===== config.mk =====
export PLATFORM = sky130hd
export DESIGN_NAME = pipelined_rca
export DESIGN_NICKNAME = d
export VERILOG_FILES = /design/src/rtl/pipelined_rca.sv
export SDC_FILE = /design/constraint.sdc
export NUM_CORES = 1
export LEC_CHECK = 0
export BUFFER_PORTS_ARGS = -buffer_cell sky130_fd_sc_hd__buf_2
export CORE_MARGIN = 5
export CORE_UTILIZATION = 30
export CTS_CLUSTER_SIZE = 24
export DETAILED_ROUTE_END_ITERATION = 16
export GPL_TIMING_DRIVEN = 0
export HOLD_SLACK_MARGIN = 0.15
export SLEW_MARGIN = 30
export SYNTH_ARGS = -nofsm -noshare
export SYNTH_HDL_FRONTEND = slang
export SYNTH_SLANG_ARGS = --single-unit

===== constraint.sdc =====
create_clock -name clk -period 7.4 [get_ports clk]
set_input_delay 1.48 -clock clk [delete_from_list [all_inputs] [get_ports clk]]
set_output_delay 1.48 -clock clk [all_outputs]
set_load 0.005 [all_outputs]

===== src/rtl/pipelined_rca.sv =====
`default_nettype none
// ============================================================================
// Module   : pipelined_rca
// Purpose  : Pipelined ripple-carry add/subtract unit. A WIDTH-bit ripple
//            chain is split into STAGES equal segments with carry and operand
//            skew registers between them. Valid/ready handshake with global
//            stall, subtract mode and signed overflow flag.
// Revision : 1.0 - initial release
// ============================================================================
module pipelined_rca #(
  parameter int WIDTH  = 64,
  parameter int STAGES = 4
) (
  input  logic             clk,
  input  logic             reset_n,
  input  logic             in_valid,
  output logic             in_ready,
  input  logic [WIDTH-1:0] a_in,
  input  logic [WIDTH-1:0] b_in,
  input  logic             cin_in,
  input  logic             sub_in,
  output logic             out_valid,
  input  logic             out_ready,
  output logic [WIDTH-1:0] sum_out,
  output logic             cout_out,
  output logic             ovf_out
);

  localparam int SEG = WIDTH / STAGES;

  if (WIDTH < 2 || STAGES < 1 || STAGES > WIDTH || (WIDTH % STAGES) != 0) begin : g_bad_params
    $error("pipelined_rca: illegal WIDTH/STAGES combination");
  end

  // Global enable: the whole pipe advances together or holds together.
  logic en;

  // Stage 0 is the input register; stage k+1 holds the result of segment k.
  // The a register doubles as the sum register: bits below the segment just
  // rippled carry finished sum bits, bits at or above it still carry operand A.
  logic [STAGES:0]    v_q, v_d;
  logic [WIDTH-1:0]   a_q [STAGES+1];
  logic [WIDTH-1:0]   a_d [STAGES+1];
  logic [WIDTH-1:0]   b_q [STAGES];
  logic [WIDTH-1:0]   b_d [STAGES];
  logic [STAGES:0]    c_q, c_d;
  logic               cm_q, cm_d;     // carry into the MSB, aligned with stage STAGES

  logic               out_valid_q, out_valid_d;
  logic [WIDTH-1:0]   sum_q, sum_d;
  logic               cout_q, cout_d;
  logic               ovf_q, ovf_d;

  logic [SEG-1:0]     seg_s [STAGES];
  logic [STAGES-1:0]  seg_c;

  for (genvar k = 0; k < STAGES; k++) begin : g_seg
    logic [SEG-1:0] s;
    logic           co;

    // Ripple this segment's bits starting from the carry registered upstream.
    always_comb begin
      logic cy;
      cy = c_q[k];
      s  = '0;
      for (int j = 0; j < SEG; j++) begin
        s[j] = a_q[k][k*SEG+j] ^ b_q[k][k*SEG+j] ^ cy;
        cy   = (a_q[k][k*SEG+j] & b_q[k][k*SEG+j])
             | (cy & (a_q[k][k*SEG+j] ^ b_q[k][k*SEG+j]));
      end
      co = cy;
    end

    assign seg_s[k] = s;
    assign seg_c[k] = co;
  end

  // Next-state for every pipeline register; everything holds while stalled.
  always_comb begin
    en          = !out_valid_q || out_ready;
    v_d         = v_q;
    a_d         = a_q;
    b_d         = b_q;
    c_d         = c_q;
    cm_d        = cm_q;
    out_valid_d = out_valid_q;
    sum_d       = sum_q;
    cout_d      = cout_q;
    ovf_d       = ovf_q;
    if (en) begin
      // Subtract is A + ~B + 1, folded in before the first segment.
      v_d[0] = in_valid;
      a_d[0] = a_in;
      b_d[0] = sub_in ? ~b_in : b_in;
      c_d[0] = sub_in | cin_in;
      for (int k = 0; k < STAGES; k++) begin
        v_d[k+1]                = v_q[k];
        a_d[k+1]                = a_q[k];
        a_d[k+1][k*SEG +: SEG]  = seg_s[k];
        c_d[k+1]                = seg_c[k];
      end
      for (int k = 1; k < STAGES; k++) begin
        b_d[k] = b_q[k-1];
      end
      // Carry into the MSB recovered from the MSB sum bit and its operands.
      cm_d        = seg_s[STAGES-1][SEG-1] ^ a_q[STAGES-1][WIDTH-1] ^ b_q[STAGES-1][WIDTH-1];
      out_valid_d = v_q[STAGES];
      sum_d       = a_q[STAGES];
      cout_d      = c_q[STAGES];
      ovf_d       = cm_q ^ c_q[STAGES];
    end
  end

  // Pipeline registers with synchronous active-low clear.
  always_ff @(posedge clk) begin
    if (!reset_n) begin
      v_q         <= '0;
      a_q         <= '{default: '0};
      b_q         <= '{default: '0};
      c_q         <= '0;
      cm_q        <= 1'b0;
      out_valid_q <= 1'b0;
      sum_q       <= '0;
      cout_q      <= 1'b0;
      ovf_q       <= 1'b0;
    end else begin
      v_q         <= v_d;
      a_q         <= a_d;
      b_q         <= b_d;
      c_q         <= c_d;
      cm_q        <= cm_d;
      out_valid_q <= out_valid_d;
      sum_q       <= sum_d;
      cout_q      <= cout_d;
      ovf_q       <= ovf_d;
    end
  end

  assign in_ready  = en;
  assign out_valid = out_valid_q;
  assign sum_out   = sum_q;
  assign cout_out  = cout_q;
  assign ovf_out   = ovf_q;

endmodule
`default_nettype wire


; After elaboration in Yosys (flattened, before gate mapping)
; Index checks and enable logic that the tools add are counted.
[word_totals]
regBits = 654
latchBits = 0
mem_bits_rw = 0
romBits = 0
input_bits = 134
output_inout_bits = 68
elab_cells = 344
mem_count = 0
[op_classes]
add_sub_neg = 0
mul = 0
div_mod_pow = 0
n_lt_le_gt_ge = 0
n_eq_ne = 0
n_shift = 0
n_mux = 1
bitwise = 325
n_reduce_logical = 2
[ops]
columns = op, count
row1 = 1-bit XOR, 131
row2 = 1-bit AND, 128
row3 = 1-bit OR, 65
row4 = 64-bit 2-to-1 mux, 1
row5 = 64-bit NOT, 1
row6 = 1-bit logical NOT, 1
row7 = 1-bit logical OR, 1

; Longest topological paths before layout
; Gate-level depths: netlist (run 1).
[logic_depth]
word_depth = 34
mapped_depth = 22
ltp_nobuf = 22

; Worst setup path after synthesis (run 1)
; No wires, ideal clock.
[synth_path]
path_type = flip-flop to flip-flop
from = register a_q[112] in the netlist's numbering
to = register cm_q
setup_ns = 0.123
t_arrival_ns = 6.702
required_time_ns = 7.277
setup_slack_ns = 0.575
stages_incl_launch_ff = 23
n_path_buf = 0
period_less_slack_ns = 6.825
cell_sequence = dfxtp_1 -> inv_1 -> fa_1 -> inv_1 -> fa_1 -> fa_1 -> fa_1 -> fa_1 -> fa_1 -> fa_1 -> fa_1 -> fa_1 -> fa_1 -> fa_1 -> fa_1 -> fa_1 -> fa_1 -> fa_1 -> inv_1 -> fa_1 -> xnor2_1 -> xnor2_1 -> a21oi_1
[synth_between]
elab_chain_cells = 34
elab_cells_between_ends = 35
cone_classes = 35 x bitwise
[synth_rtl]
columns = item, line
row1 = from (decl), 42  ; logic [WIDTH-1:0] a_q [STAGES+1];
row2 = from (signal assigned), 118  ; a_q <= '{default: '0};
row3 = from (signal assigned), 128  ; a_q <= a_d;
row4 = 1-bit XOR, 69  ; | (cy & (a_q[k][k*SEG+j] ^ b_q[k][k*SEG+j]));
row5 = 1-bit AND, 69
row6 = 1-bit OR (*), 69
row7 = 1-bit AND (*), 69
row8 = 1-bit OR (*), 69
row9 = 1-bit AND (*), 69
row10 = 1-bit OR (*), 69
row11 = 1-bit AND (*), 69
row12 = [17 not listed], -
row13 = 1-bit AND (*), 69
row14 = 1-bit OR (*), 69
row15 = 1-bit AND (*), 69
row16 = 1-bit OR (*), 69
row17 = 1-bit AND (*), 69
row18 = 1-bit OR (*), 69
row19 = 1-bit XOR (*), 67  ; s[j] = a_q[k][k*SEG+j] ^ b_q[k][k*SEG+j] ^ cy;
row20 = 1-bit XOR (*) (2 in a row), 106  ; cm_d = seg_s[STAGES-1][SEG-1] ^ a_q[STAGES-1][WIDTH-1] ^ b_q[STAGES-1][WIDTH-1];
row21 = to (signal assigned), 131  ; cm_q <= cm_d;
row22 = to (decl), 47  ; logic cm_q, cm_d;
; Every way passes the cells marked *; elsewhere a longest branch is shown, timed or not.
; A chain may end at the register's enable or synchronous reset.

; Worst setup path in the final report (run 1)
; Ends and elaborated chain as after synthesis.

==> flow_metrics.env, run 1 <==
export IMPL_rsz0062_at_grt="no"
export IMPL_die_h_um=283
export IMPL_grt_overflow_total=0
export IMPL_cts_root_buffer="clkbuf_16"
export IMPL_routed_via_density=4.35
export IMPL_wire_per_inst_um=16.1
export IMPL_route_vias_total=16400
export IMPL_antenna_found_initial=3
export IMPL_h_tree_depth=2
export IMPL_die_area_um2=80300
export IMPL_drtIter0Drc=768
export IMPL_synth_nets=2704
export IMPL_start_util_pct=30.2
export IMPL_grt_pass1_wl_um=94300
export IMPL_cts_tree="done"
export IMPL_status="finished, final reports clean"
export IMPL_clockBufferDepth=3
export IMPL_clkTransAtPathRegs_ps=60
export IMPL_tns_ps=0
export IMPL_dr_pass1_iters=5
export IMPL_yosysUniqueCellTypes=21
export IMPL_hp_class="register to register"
export IMPL_ys_warn_count=0
export IMPL_finalSetupViolations=0
export IMPL_grt_pass1_vias=16300
export IMPL_drv_slew=0
export IMPL_synthTopCellsByArea="dfxtp_1 50%, nand2_1 17%, a21boi_0 9.3%"
export IMPL_yosys_area_top_type="dfxtp_1"
export IMPL_start_kind="register"
export IMPL_relSlewSlack_pct=46.6
export IMPL_synth_area_um2=22400
export IMPL_clock_sinks=558
export IMPL_p_leak_nw=10.9
export IMPL_min_period_ps=7170
export IMPL_criticalPathCategory="register to register"
export IMPL_nFillCells=7895
export IMPL_cap_viol_max_count=0
export IMPL_ff_latch_area_um2=11200
export IMPL_area_growth_pct=17.8
export IMPL_track_usage_pct=14.8
export IMPL_routed_wirelength_um=61000
export IMPL_synth_area_per_cell_um2=8.95
export IMPL_multi_input_area_um2=10200
export IMPL_gp_congestion=0.810
export IMPL_period_share_pct=96.9
export IMPL_ir_worst_vdd_mv=0.132
export IMPL_endpoint_kind="register"
export IMPL_portBuffers=199
export IMPL_power_density_nw_per_um2=241
export IMPL_required_ps=7860
export IMPL_dp_hpwl_um=47700
export IMPL_ant_nets=0
export IMPL_path_cells="inv_2 -> fa_2 -> inv_1 -> fa_1 -> fa_2 -> fa_2 -> fa_1 -> fa_1 -> fa_1 -> fa_1 -> fa_1 -> fa_1 -> fa_2 -> fa_1 -> fa_1 -> fa_2 -> fa_2 -> inv_1 -> fa_1 -> xnor2_1 -> xnor2_1 -> a21oi_1"
export IMPL_cts_buffers=54
export IMPL_synth_seq_cells=558
export IMPL_ys_seq_area_share_pct=49.8
export IMPL_r2r_slack_ps=230
export IMPL_pin_count=202
export IMPL_utilization_pct=35.6
export IMPL_path_max_fanout=2
export IMPL_drc=0
export IMPL_fin_nets=2960
export IMPL_rows=100
export IMPL_max_freq_mhz=139
export IMPL_syn_inst=2506
export IMPL_fin_skew_ps=20.2
export IMPL_crit_top_cell="fa_1"
export IMPL_critPathMaxStageDelay_ps=450
export IMPL_drive_gt1_share_pct=15.3
export IMPL_cp_arrival_ps=7640
export IMPL_grt_max_degree=15
export IMPL_worst_pin_slew_ps=800
export IMPL_coreArea_um2=74300
export IMPL_hold_viol_final=0
export IMPL_crit_slowest_cell="fa_1"
export IMPL_clk_latency_ps=610
export IMPL_die_w_um=283
export IMPL_synth_top_area_share_pct=49.8
-- worst paths after layout --
| check | cells after the start | from | end |
|---|---|---|---|
| hold / removal | 2 | sum_out[10] | sum_out[10] |
| setup / recovery | 22 | a_q[112] | cm_q |
| hold reg to reg | 2 | sum_out[10] | sum_out[10] |
| setup reg to reg | 22 | a_q[112] | cm_q |
-- cells by family after synthesis --
group / share of synthesized area [%]
AOI/OAI and AO/OA: 19.5
DFF: 49.8
adders and majority gates: 5.71
and+or+nand+nor: 17.4
buffers and inverters: 4.94
xor gates and xnor gates: 2.62
-- metrics by stage --
stage	hold WS, ps	setup slack [ps]	area (µm²)	total power, mW	instances
6_report	444	226	26400	6.36	3777
5_1_grt	458	35.2	26400	6.62	3777
4_1_cts	448	74.0	26400	6.44	3773
3_5_place_dp	442	115	24600	3.70	3674
3_3_place_gp	436	137	24600	3.70	3674
2_1_floorplan	431	575	22400	3.53	2506
-- synth_stat cells --
cell type and number:
nor2b_4 1, a21boi_0 278, a21boi_1 200, buf_6 7, nor3_1 1, clkbuf_4 2, fa_1 64, nor3b_1 1
xnor2_1 67, inv_2 1, buf_4 23, clkbuf_1 59, dfxtp_1 558, inv_1 28, buf_2 102, nor2_1 1
o21ai_0 1, nand2_1 1033, o21a_1 1, a21oi_1 1, o211a_1 77
-- cell type report --
| type | count | share of cell area [%] |
|---|---|---|
| Antenna cell | 3 | 0.0284 |
| Buffer | 193 | 3.78 |
| Tap cell | 969 | 4.59 |
| Inverter | 29 | 0.412 |
| Clock inverter | 18 | 0.601 |
| Clock buffer | 81 | 6.03 |
| Sequential cell | 558 | 42.3 |
| Timing Repair Buffer | 200 | 3.80 |
| Multi-Input combinational cell | 1726 | 38.5 |
-- power breakdown --
part	total [mW]	switching (mW)	internal, mW
combinational	0.407	0.211	0.196
sequential	3.23	0.0868	3.14
clock	2.73	1.17	1.56
-- flip-flops by register name, indices dropped and copies added, names as in the netlist --
| register | cells |
|---|---|
| cout_out | 1 |
| c_q | 5 |
| sum_out | 64 |
| b_q | 160 |
| out_valid | 1 |
| ovf_out | 1 |
| v_q | 5 |
| cm_q | 1 |
| a_q | 320 |
-- layout by cell type, fill, tap and decap left out --
cell,instances
inv_1,27
clkbuf_1,72
o21a_1,1
nor2_1,1
clkbuf_16,55
fa_1,58
nor3_1,1
o21ai_0,1
fa_2,6
buf_2,301
diode_2,3
a21boi_1,200
a21boi_0,278
clkbuf_4,2
xnor2_1,67
bufinv_16,2
nor2b_4,1
nand2_1,1033
a21oi_1,1
buf_6,7
dfxtp_1,558
clkinv_2,14
clkbuf_8,12
nor3b_1,1
buf_4,24
o211a_1,77
inv_16,1
clkbuf_2,1
inv_6,1
inv_2,2
-- critical path: cells and delay by family, from the launching register on --
family	cells	cell delay (ps)
AO/OA/AOI/OAI	1	80
XOR/XNOR	2	360
adder cells (fa/ha/maj)	16	6050
buffers and inverters	3	220
flip-flops	1	320
-- repair_timing --
item / 4_1_cts / 5_1_grt
endpoints found under the setup margin: 0 / 1
buffers inserted: 0 / 1
hold buffers: 0 / 0
gates resized for setup: 0 / 7
endpoints found under the hold margin: 0 / 0
-- metal layers --
| layer | vias up | wire, µm | GRT usage (%) |
|---|---|---|---|
| li1 | 8599 | - | - |
| met1 | 7534 | 28800 | 19.7 |
| met2 | 216 | 28500 | 24.9 |
| met3 | 95 | 1840 | 2.03 |
| met4 | 0 | 1870 | 4.66 |
| met5 | - | 0 | 0 |
(Power assumes the default switching activity.)
==> run 2, diff against run 1 <==
--- a/config.mk
+++ b/config.mk
@@ -6,7 +6,6 @@
 export NUM_CORES = 1
 export LEC_CHECK = 0
 export BUFFER_PORTS_ARGS = -buffer_cell sky130_fd_sc_hd__buf_2
-export CORE_MARGIN = 5
 export CORE_UTILIZATION = 30
 export CTS_CLUSTER_SIZE = 24
 export DETAILED_ROUTE_END_ITERATION = 16
==> run 2 against run 1 <==
  * Die area down 5.6%
  * Cell count decreased by 0.32%
  * Critical path depth is the same
  * Count of clock-buffer cells in the layout up 4
  * Sequential power hardly changed
  * Utilization increased by 0.46 points
  * Worst hold slack got worse by 1.2 ps
  * Cell area grew 0.12%
  * Clock power grew 3%
  * Combinational power about the same
  * Sequential share of layout area is 0.050 points lower
  * Largest cell class unchanged
==> flow_metrics.env, run 2 (synthesis gave the netlist of run 1 again) <==
export IMPL_hold_buffers=0
export IMPL_p_leak_nw=10.9
export IMPL_hp_class="register to register"
export IMPL_cts_tree="done"
export IMPL_wire_per_inst_um=16.0
export IMPL_routed_via_density=4.38
export IMPL_dr_pass1_iters=4
export IMPL_grt_pass1_vias=16100
export IMPL_dp_hpwl_um=46900
export IMPL_rows=99
export IMPL_start_kind="register"
export IMPL_clockBufferDepth=3
export IMPL_track_usage_pct=15.9
export IMPL_grt_overflow_total=0
export IMPL_die_h_um=275
export IMPL_coreArea_um2=73500
export IMPL_drive_gt1_share_pct=15.2
export IMPL_die_w_um=275
export IMPL_cts_root_buffer="clkbuf_16"
export IMPL_stdcell_count=3765
export IMPL_path_max_fanout=2
export IMPL_largest_reg_flops=320
export IMPL_cp_arrival_ps=7660
export IMPL_h_tree_depth=2
export IMPL_routed_wirelength_um=60100
export IMPL_tns_ps=0
export IMPL_r2r_end="cm_q"
export IMPL_r2r_cells=22
export IMPL_ant_nets=0
export IMPL_finalSetupViolations=0
export IMPL_grt_max_degree=15
export IMPL_pin_count=202
export IMPL_hold_viol_final=0
export IMPL_required_ps=7860
export IMPL_worst_pin_slew_ps=785
export IMPL_endpoint="cm_q"
export IMPL_nFillCells=7666
export IMPL_clk_latency_ps=600
export IMPL_cts_buffers=54
export IMPL_rsz0062_at_grt="no"
export IMPL_clock_sinks=558
export IMPL_drc=0
export IMPL_portBuffers=199
export IMPL_r2r_start="a_q[112]"
export IMPL_drtIter0Drc=666
export IMPL_crit_path_start="a_q[112]"
export IMPL_largest_register="a_q"
export IMPL_design_power_total_mw=6.44
export IMPL_min_period_ps=7200
export IMPL_status="finished, final reports clean"
export IMPL_start_util_pct=30.5
export IMPL_route_vias_total=16500
export IMPL_fin_nets=2959
export IMPL_grt_pass1_wl_um=93000
export IMPL_area_growth_pct=17.9
export IMPL_r2r_slack_ps=200
export IMPL_power_density_nw_per_um2=244
export IMPL_gp_congestion=0.814
export IMPL_post_cts_buffers=0
export IMPL_relSlewSlack_pct=47.6
export IMPL_cts_resized=0
export IMPL_cap_viol_max_count=0
export IMPL_fin_skew_ps=24.2
export IMPL_post_place_cells=3664
export IMPL_final_common_cell="nand2_1"
export IMPL_period_share_pct=97.3
export IMPL_endpoint_kind="register"
export IMPL_clkTransAtPathRegs_ps=60
export IMPL_drv_slew=0
export IMPL_die_area_um2=75900
export IMPL_ir_worst_vdd_mv=0.136
export IMPL_max_freq_mhz=139
export IMPL_antenna_found_initial=7
export IMPL_criticalPathCategory="register to register"
export IMPL_final_cell_mix="1,033 x nand2_1, 558 x dfxtp_1, 301 x buf_2, 278 x a21boi_0, 200 x a21boi_1"
run 2: cell count changes in the layout (fill, tap and decap cells not counted):
cell	delta
diode_2	-1
inv_2	-1
inv_16	-1
bufinv_16	+2
inv_6	+1
clkbuf_1	+2
clkbuf_8	+2
clkinv_2	-6
inv_1	+1
buf_4	-1
run 2: how the worst min path moves through the flow:
stage	from	cells past startpoint	end	slack [ps]
floorplan	a_q[257]	2	a_q[257]	430
finish	sum_out[34]	2	sum_out[34]	440
detailed placement	sum_out[34]	2	sum_out[34]	440
global route	a_q[250]	2	a_q[250]	460
global placement	sum_out[58]	2	sum_out[58]	440
CTS	sum_out[34]	2	sum_out[34]	450
run 2: critical path: stages, from the launching register on:
cell	delay, ps
dfxtp_1	320
inv_1	100
fa_2	230
inv_1	60
fa_1	380
fa_1	400
fa_1	400
fa_1	400
fa_1	390
fa_2	350
fa_1	380
fa_1	390
fa_1	390
fa_2	350
fa_1	390
fa_2	350
fa_2	360
fa_2	450
inv_1	100
fa_1	450
xnor2_1	210
xnor2_1	140
a21oi_1	80
run 2: routing by layer:
layer | global-route usage (%) | wire (µm)
met5 | 0 | 61
met4 | 4.29 | 1340
met3 | 2.58 | 2280
met2 | 27.1 | 28500
met1 | 20.7 | 27900
run 2: where the power goes:
part | total [mW] | switching [mW] | internal [mW]
sequential | 3.23 | 0.0861 | 3.14
combinational | 0.405 | 0.210 | 0.195
clock | 2.81 | 1.16 | 1.65
total | 6.44 | 1.46 | 4.98
run 2: layout make-up:
cell class	instances	area [µm²]	area share, %
flip-flops and latches	558	11200	42.2
multi-input cells	1726	10200	38.4
clock buffers	85	1630	6.16
well taps	959	1200	4.54
plain buffers	193	1000	3.78
repair buffers	199	996	3.76
clock inverters	14	178	0.672
inverters	29	109	0.411
diodes	2	5.00	0.0189
run 2: metrics by stage:
step / cell area, µm² / hold slack [ps] / setup slack [ps] / utilization [%]
3_5_place_dp: 24600 / 441 / 103 / 33.5
6_report: 26500 / 443 / 197 / 36.0
5_1_grt: 26500 / 458 / 14.5 / 36.0
4_1_cts: 26400 / 448 / 52.7 / 36.0
2_1_floorplan: 22400 / 431 / 575 / -
3_3_place_gp: 24600 / 436 / 103 / 33.5
==> run 3, diff against run 2 <==
--- a/config.mk
+++ b/config.mk
@@ -5,12 +5,14 @@
 export SDC_FILE = /design/constraint.sdc
 export NUM_CORES = 1
 export LEC_CHECK = 0
+export ABC_CLOCK_PERIOD_IN_PS = 7400
 export BUFFER_PORTS_ARGS = -buffer_cell sky130_fd_sc_hd__buf_2
 export CORE_UTILIZATION = 30
 export CTS_CLUSTER_SIZE = 24
 export DETAILED_ROUTE_END_ITERATION = 16
 export GPL_TIMING_DRIVEN = 0
 export HOLD_SLACK_MARGIN = 0.15
+export RECOVER_POWER = 50
 export SLEW_MARGIN = 30
 export SYNTH_ARGS = -nofsm -noshare
 export SYNTH_HDL_FRONTEND = slang
==> run 3 against run 2 <==
  * Power hardly changed
  * Cell area is 0.46% lower
  * Count of clock-buffer cells in the layout stayed put
  * Fmax is 0.10% higher
  * Global-route usage stayed put
  * Sequential power hardly changed
  * Register-to-register slack hardly changed
  * First-iteration DRC count is 7.8% higher
  * Non-clock buffer count stayed put
  * Critical path type unchanged
==> flow_metrics.env, run 3 (synthesis gave the netlist of run 1 again) <==
export IMPL_combPwrFrac_pct=6.2
export IMPL_power_density_nw_per_um2=245
export IMPL_clockBufferDepth=3
export IMPL_worst_pin_slew_ps=986
export IMPL_rows=99
export IMPL_hp_class="register to register"
export IMPL_clk_latency_ps=600
export IMPL_drive_gt1_share_pct=13.2
export IMPL_cp_arrival_ps=7650
export IMPL_p_int_mw=4.98
export IMPL_power_switching_mw=1.46
export IMPL_start_kind="register"
export IMPL_period_share_pct=97.2
export IMPL_cts_tree="done"
export IMPL_tns_ps=0
export IMPL_hold_buffers=0
export IMPL_largest_reg_flops=320
export IMPL_utilization_pct=35.8
export IMPL_track_usage_pct=15.9
export IMPL_hold_slack_ps=443
export IMPL_endpoint_kind="register"
export IMPL_wire_per_inst_um=16.0
export IMPL_start_util_pct=30.5
export IMPL_grt_overflow_total=0
export IMPL_h_tree_depth=2
export IMPL_drv_slew=0
export IMPL_die_h_um=275
export IMPL_cap_viol_max_count=0
export IMPL_dr_pass1_iters=5
export IMPL_cts_root_buffer="clkbuf_16"
export IMPL_ir_worst_vdd_mv=0.137
export IMPL_drtIter0Drc=718
export IMPL_fin_nets=2959
export IMPL_portBuffers=199
export IMPL_design_power_total_mw=6.44
export IMPL_status="finished, final reports clean"
export IMPL_die_area_um2=75900
export IMPL_antenna_found_initial=7
export IMPL_route_vias_total=16500
export IMPL_grt_pass1_wl_um=93000
export IMPL_grt_max_degree=15
export IMPL_ant_nets=0
export IMPL_clock_sinks=558
export IMPL_min_period_ps=7200
export IMPL_area_growth_pct=17.4
export IMPL_seq_power_share_pct=50.1
export IMPL_p_sw_share_pct=22.7
export IMPL_dp_hpwl_um=46900
export IMPL_clkPwrFrac_pct=43.7
export IMPL_coreArea_um2=73500
export IMPL_drc=0
export IMPL_pin_count=202
export IMPL_final_cell_mix="1,033 x nand2_1, 558 x dfxtp_1, 356 x a21boi_0, 263 x buf_2, 128 x clkbuf_1"
export IMPL_cts_buffers=54
export IMPL_path_max_fanout=2
export IMPL_rsz0062_at_grt="no"
export IMPL_routed_wirelength_um=60200
export IMPL_hold_viol_final=0
export IMPL_die_w_um=275
export IMPL_relSlewSlack_pct=34.3
export IMPL_routed_via_density=4.39
export IMPL_fin_skew_ps=22.9
export IMPL_gp_congestion=0.814
export IMPL_p_leak_nw=10.7
export IMPL_clkTransAtPathRegs_ps=60
export IMPL_largest_register="a_q"
export IMPL_max_freq_mhz=139
export IMPL_final_common_cell="nand2_1"
export IMPL_grt_pass1_vias=16100
export IMPL_post_cts_buffers=0
export IMPL_required_ps=7860
export IMPL_finalSetupViolations=0
export IMPL_criticalPathCategory="register to register"
==> run 3: cell types whose count changed in the layout (fill, tap and decap cells not counted) <==
cell      previous run  this run
buf_4               23         9
a21boi_1           200       122
inv_2                1         0
nor2b_4              1         0
a21boi_0           278       356
buf_6                7         5
nor2b_1              0         1
buf_2              301       263
inv_1               28        29
clkbuf_1            74       128
==> run 3: path summary, 6_finish.rpt <==
path,startpoint,to,slack [ps],depth (start not counted)
worst max-delay path,a_q[112],cm_q,200,22
worst min register to register,sum_out[34],sum_out[34],440,2
worst min-delay path,sum_out[34],sum_out[34],440,2
worst max register to register,a_q[112],cm_q,200,22
==> run 3: power groups by stage <==
stage | logic [mW] | clock network (mW) | registers [mW]
final | 0.401 | 2.81 | 3.23
after global placement | 0.408 | 0 | 3.29
after global routing | 0.454 | 3.00 | 3.24
after CTS | 0.413 | 2.87 | 3.23
after floorplan | 0.266 | 0 | 3.27
after detailed placement | 0.409 | 0 | 3.29
==> run 3: routing by layer <==
layer	global-route usage (%)	up-vias	routed length (µm)
met4	4.29	10	1350
met2	27.1	246	28600
met3	2.58	81	2430
met1	20.7	7589	27700
li1	-	8591	-
met5	0	-	61
==> run 3: critical path, stage by stage, from the launching register on <==
cell and delay [ps]:
dfxtp_1 320, inv_1 100, fa_2 230, inv_1 60
fa_1 380, fa_1 400, fa_1 400, fa_1 400
fa_1 390, fa_2 350, fa_1 380, fa_1 390
fa_1 390, fa_2 350, fa_1 390, fa_2 350
fa_2 360, fa_2 440, inv_1 100, fa_1 450
xnor2_1 210, xnor2_1 140, a21oi_1 80
==> run 3: what timing repair did <==
action                                 in CTS  in global routing
gates resized for setup                     0                  6
endpoints found under the hold margin       0                  0
setup endpoints to repair                   0                  1
==> run 3: final cells by class <==
type / instances / area (µm²)
Fill cell: 7703 / 47100
Sequential cell: 558 / 11200
Multi-Input combinational cell: 1726 / 10200
Clock buffer: 85 / 1630
Tap cell: 959 / 1200
Timing Repair Buffer: 199 / 995
Buffer: 193 / 886
Clock inverter: 14 / 178
Inverter: 29 / 109
Antenna cell: 2 / 5.00
==> run 3: per-stage QoR <==
step	cell area [µm²]	worst slack, ps	std cells
final	26300	204	3765
after global routing	26300	14.6	3764
after CTS	26400	52.7	3763
after detailed placement	24600	103	3664
after global placement	24600	103	3664
after floorplan	22400	575	2506
